[src/rtl/riscv_pkg.sv]
// riscv_pkg: fetch FSM state encodings, NOP constant and opcodes shared with the control unit.
package riscv_pkg;
    typedef enum logic [1:0] {
        ST_FETCH = 2'd0,
        ST_WAIT  = 2'd1,
        ST_HOLD  = 2'd2
    } fetch_state_t;
    localparam logic [31:0] NOP       = 32'h0000_0013;
    localparam logic [6:0]  OP_LOAD   = 7'h03;
    localparam logic [6:0]  OP_IMM    = 7'h13;
    localparam logic [6:0]  OP_AUIPC  = 7'h17;
    localparam logic [6:0]  OP_STORE  = 7'h23;
    localparam logic [6:0]  OP_REG    = 7'h33;
    localparam logic [6:0]  OP_LUI    = 7'h37;
    localparam logic [6:0]  OP_BRANCH = 7'h63;
    localparam logic [6:0]  OP_JALR   = 7'h67;
    localparam logic [6:0]  OP_JAL    = 7'h6F;
endpackage

[src/rtl/pc_next.sv]
// pc_next: program counter register with next-PC mux (redirect over sequential +4).
// Ports: clk, rst_n (async, active-low), seq_en (+4 step), redirect_en / redirect_pc (jump target),
//        pc (current PC), pc_plus4 (pc + 4, wraps modulo 2^32).
module pc_next #(
    parameter logic [31:0] RESET_PC = 32'h0000_0000
) (
    input  logic        clk,
    input  logic        rst_n,
    input  logic        seq_en,
    input  logic        redirect_en,
    input  logic [31:0] redirect_pc,
    output logic [31:0] pc,
    output logic [31:0] pc_plus4
);
    assign pc_plus4 = pc + 32'd4;
    always_ff @(posedge clk or negedge rst_n) begin
        if (!rst_n) pc <= RESET_PC;
        else if (redirect_en) pc <= redirect_pc;
        else if (seq_en) pc <= pc_plus4;
    end
endmodule

[src/rtl/fetch_unit.sv]
// fetch_unit: instruction fetch FSM (FETCH/WAIT/HOLD) with one outstanding request and an instruction register.
// Ports: clk, rst_n (async, active-low); imem_req_valid/imem_req_ready/imem_addr request channel;
//        imem_rsp_valid/imem_rsp_data response; instr_valid/instr_ready decode handshake with
//        instr, instr_pc, pc_plus4, opcode, func3, func7_5; redirect_valid/redirect_pc (PCSrc + target);
//        fetch_misalign only when FETCH_MISALIGN_TRAP_EN is defined (otherwise targets are word-aligned).
module fetch_unit
    import riscv_pkg::*;
#(
    parameter logic [31:0] RESET_PC = 32'h0000_0000
) (
    input  logic        clk,
    input  logic        rst_n,
    output logic        imem_req_valid,
    input  logic        imem_req_ready,
    output logic [31:0] imem_addr,
    input  logic        imem_rsp_valid,
    input  logic [31:0] imem_rsp_data,
    output logic        instr_valid,
    input  logic        instr_ready,
    output logic [31:0] instr,
    output logic [31:0] instr_pc,
    output logic [31:0] pc_plus4,
    output logic [6:0]  opcode,
    output logic [2:0]  func3,
    output logic        func7_5,
    input  logic        redirect_valid,
    input  logic [31:0] redirect_pc
`ifdef FETCH_MISALIGN_TRAP_EN
    ,
    output logic        fetch_misalign
`endif
);
    fetch_state_t state, state_d;
    logic        drop, drop_d, load_instr, seq_en, req_fire, halt, bad_tgt;
    logic [31:0] pc, tgt;
`ifdef FETCH_MISALIGN_TRAP_EN
    assign tgt     = redirect_pc;
    assign bad_tgt = redirect_valid && (redirect_pc[1:0] != 2'b00);
    assign halt    = fetch_misalign;
    always_ff @(posedge clk or negedge rst_n) begin
        if (!rst_n) fetch_misalign <= 1'b0;
        else if (bad_tgt) fetch_misalign <= 1'b1;
    end
`else
    assign tgt     = {redirect_pc[31:2], 2'b00};
    assign bad_tgt = 1'b0;
    assign halt    = 1'b0;
`endif
    pc_next #(.RESET_PC(RESET_PC)) u_pc_next (
        .clk         (clk),
        .rst_n       (rst_n),
        .seq_en      (seq_en),
        .redirect_en (redirect_valid),
        .redirect_pc (tgt),
        .pc          (pc),
        .pc_plus4    (pc_plus4)
    );
    // PC only moves after the held instruction leaves HOLD, so it doubles as instr_pc.
    assign imem_addr = pc;
    assign instr_pc  = pc;
    assign opcode    = instr[6:0];
    assign func3     = instr[14:12];
    assign func7_5   = instr[30];
    assign req_fire  = imem_req_valid && imem_req_ready;
    always_ff @(posedge clk or negedge rst_n) begin
        if (!rst_n) begin
            state <= ST_FETCH;
            drop  <= 1'b0;
            instr <= NOP;
        end else begin
            state <= state_d;
            drop  <= drop_d;
            if (load_instr) instr <= imem_rsp_data;
        end
    end
    // A redirect racing an accepted request leaves that request outstanding, so its response is dropped.
    always_comb begin
        state_d    = state;
        drop_d     = drop;
        load_instr = 1'b0;
        seq_en     = 1'b0;
        case (state)
            ST_FETCH: begin
                state_d = req_fire ? ST_WAIT : ST_FETCH;
                drop_d  = req_fire && redirect_valid;
            end
            ST_WAIT: begin
                if (imem_rsp_valid) begin
                    state_d    = (drop || redirect_valid) ? ST_FETCH : ST_HOLD;
                    drop_d     = 1'b0;
                    load_instr = !(drop || redirect_valid);
                end else if (redirect_valid) begin
                    drop_d = 1'b1;
                end
            end
            ST_HOLD: begin
                state_d = (redirect_valid || instr_ready) ? ST_FETCH : ST_HOLD;
                seq_en  = instr_ready && !redirect_valid;
            end
            default: state_d = ST_FETCH;
        endcase
        if (halt || bad_tgt) begin
            state_d    = ST_FETCH;
            drop_d     = 1'b0;
            load_instr = 1'b0;
            seq_en     = 1'b0;
        end
    end
    always_comb begin
        imem_req_valid = rst_n && !halt && (state == ST_FETCH);
        instr_valid    = (state == ST_HOLD);
    end
endmodule
[config.mk]
export PLATFORM = sky130hd
export DESIGN_NAME = fetch_unit
export DESIGN_NICKNAME = d
export VERILOG_FILES = /design/src/rtl/riscv_pkg.sv /design/src/rtl/pc_next.sv /design/src/rtl/fetch_unit.sv
export SDC_FILE = /design/constraint.sdc
export NUM_CORES = 1
export LEC_CHECK = 0
export CORE_MARGIN = 5
export CORE_UTILIZATION = 39
export DETAILED_ROUTE_END_ITERATION = 12
export GPL_ROUTABILITY_DRIVEN = 0
export PLACE_DENSITY = 0.84
export SLEW_MARGIN = 20
export SYNTH_ARGS = -nofsm -noshare
export SYNTH_HDL_FRONTEND = slang
export SYNTH_SLANG_ARGS = --single-unit
[constraint.sdc]
create_clock -name clk -period 2.2 [get_ports clk]
set_input_delay 0.22 -clock clk [delete_from_list [all_inputs] [get_ports clk]]
set_output_delay 0.22 -clock clk [all_outputs]
set_load 0.005 [all_outputs]
==> flow_summary.yaml <==
run_status:
  status: "finished, final reports clean"
finish:
  final_cell_mix: "clkdlybuf4s50_1, dfrtp_1, buf_4, nand2_1, mux2_2"
  num-nets-final: 681
  layout_commonest_cell: "clkdlybuf4s50_1"
  multi_input_area_sq_um: 1836
  antennaDiodeCount: 0
  area_delta_synth_final_pct: 67.19
  register_area_sq_um: 1632
  design_area_sq_um: 6401
  num-fill-cells: 778
  layout-drive-gt1-share_pct: 25.04
logic_synthesis:
  yosysWarningCount: 0
  ys_ff_latch: 65
  yosysSeqAreaShare_pct: 42.58
  synth_area_per_cell_sq_um: 9.742
  synth_edf_count: 0
  async_flop_share_pct: 100.0
  yosysUniqueCellTypes: 39
  synthCells: 393
  synth_flop_cell: "dfrtp_1"
  syn_area_sq_um: 3829
timing:
  period_share_pct: 98.70
  rsz0062_at_grt: "true"
  setup_viol: 0
  final.setup.tns_ns: 0
  fin_ws_ns: 0.02856
  max_slew.worst_pin.slew_ns: 0.8394
  slew_headroom_pct: 44.04
  hold_viol: 0
  maxSlewViolCount: 0
  period_needed_ns: 2.171
  fmax_mhz: 460.5
  clock_skew_ns: 0.009244
drt:
  drt-total-wl_um: 11860
  vias: 3578
  ant_nets: 0
  via_per_inst: 4.783
  drc_errors: 0
  firstDrtPassIters: 4
  wl_per_cell_um: 15.85
  drtIter0Drc: 156
power_and_ir_drop:
  leakagePower_uw: 0.002719
  p_per_area_nw_per_um2: 752.4
  ir_drop_uv: 338.8
grt:
  gr-usage-all-layers_pct: 19.61
  grt_max_degree: 66
  grt_pass1_vias: 3748
  overflow: 0
  antenna_found_initial: 0
  grt_pass1_wl_um: 18290
floorplan:
  core-area_sq_um: 9684
  die_w_um: 109.1
  num_io_pins: 211
  num_rows: 36
  die_y_um: 109.1
  die_area_sq_um: 11900
  initial_utilization_pct: 39.53
placement:
  post-place-ws_ns: -0.07603
  dpl.hpwl_um: 8928
  port_buffers: 202
  postPlaceCellArea_sq_um: 5995
flow_run:
  drv_cap: 0
clocking:
  cts_root_buf: "clkbuf_8"
  numCtsBuffers: 9
  clk_path_buf_depth: 2
  cts_tree: "done"
  htreeDepth: 3
  clk_latency_ns: 0.34
  clock_sinks: 65
  path_clk_slew_ns: 0.08
critical_path:
  cp_max_fo: 5
  critPathRequiredTime_ns: 1.98
  worst-setup-path-type: "register to output port"
  crit_path_start_kind: "register"
  arrival_ns: 1.95
  end_kind: "output port"
min_path:
  hold_path.class: "input port to asynchronous set/reset pin"
where the power goes:
part | internal [uW] | switching, uW | total (uW)
Clock | 790 | 495 | 1290
Sequential | 1520 | 195 | 1710
Combinational | 1240 | 581 | 1820
final timing paths:
kind / start / end / slack (ns) / cells past startpoint
min in group clk: rst_n / state[0]$_DFFE_PN0P_ / 0.37 / 4
worst max register to register: u_pc_next.pc[12]$_DFFE_PN0P_ / u_pc_next.pc[22]$_DFFE_PN0P_ / 0.37 / 8
max in group asynchronous: rst_n / u_pc_next.pc[9]$_DFFE_PN0P_ / 1.50 / 2
worst min-delay path: rst_n / u_pc_next.pc[29]$_DFFE_PN0P_ / 0.11 / 2
worst max-delay path: u_pc_next.pc[12]$_DFFE_PN0P_ / pc_plus4[29] / 0.03 / 9
worst min register to register: instr[26]$_DFFE_PN0P_ / instr[26]$_DFFE_PN0P_ / 0.51 / 1
synthesized netlist by cell type (6+ instances only):
master	number	area (sq um)
nand3_1	16	80.08
inv_1	6	22.52
nor2_1	15	56.30
nor3_1	7	35.03
mux2_2	33	371.6
o21ai_0	27	135.1
nand2_1	52	195.2
xor2_1	27	236.5
dfrtp_1	62	1551
clkbuf_1	14	52.55
buf_4	49	367.9
nand4_1	16	100.1
xnor2_1	29	254.0
what timing repair did:
item,4_1_cts,5_1_grt
endpoints found under the hold margin,0,0
cloned,0,1
pin swaps,8,10
endpoints found under the setup margin,24,21
gates resized for setup,57,31
hold buffers,0,0
setup buffers,10,3
state kept, by name, summed over array words and instances, names as in the netlist:
register	flops
instr	32
u_pc_next.pc	30
state	2
drop	1
stage by stage:
stage | utilization, % | total power [uW] | cells | hold slack, ns
floorplan | - | 2423 | 398 | -0.07559
global placement | 61.90 | 3532 | 719 | 0.4876
detailed placement | 61.90 | 3595 | 719 | 0.4945
CTS | 65.21 | 4874 | 745 | 0.1669
global route | 66.10 | 5075 | 748 | 0.2103
finish | 66.10 | 4816 | 748 | 0.1147
layout make-up:
type	instances	share of cell area, %
inverters	6	0.3518
flip-flops and latches	65	25.49
repair buffers	267	38.98
multi-input cells	261	28.67
clock buffers	10	2.150
clock inverters	6	1.759
well taps	133	2.600
cell families (layout without fill, tap and decap cells):
kind of cell,after synthesis,count (layout),share of synthesized area [%]
and+or+nand+nor,129,129,17.29
buffers and inverters,72,289,11.93
DFF,65,65,42.58
xor gates and xnor gates,56,56,12.81
AOI/OAI and AO/OA,35,35,5.000
muxes,34,34,9.967
adders and majority gates,1,1,0.3267
other,1,6,0.09795
worst max-delay path: stages (launching register included):
cell,delay [ns]
dfrtp_1,0.35
nand4_1,0.21
nor4_4,0.21
buf_6,0.16
buf_6,0.09
and2_4,0.14
buf_6,0.12
nand2_4,0.05
xnor2_2,0.14
buf_2,0.13
per-layer routing:
layer  wire length, um  vias to the layer above  GRT usage (%)
li1                  -                     1708              -
met4               247                        0          7.214
met3               800                       17          4.737
met2              6122                      139          34.47
met5                 0                        -              0
met1              4688                     1714          23.11
(Power assumes the default switching activity.)
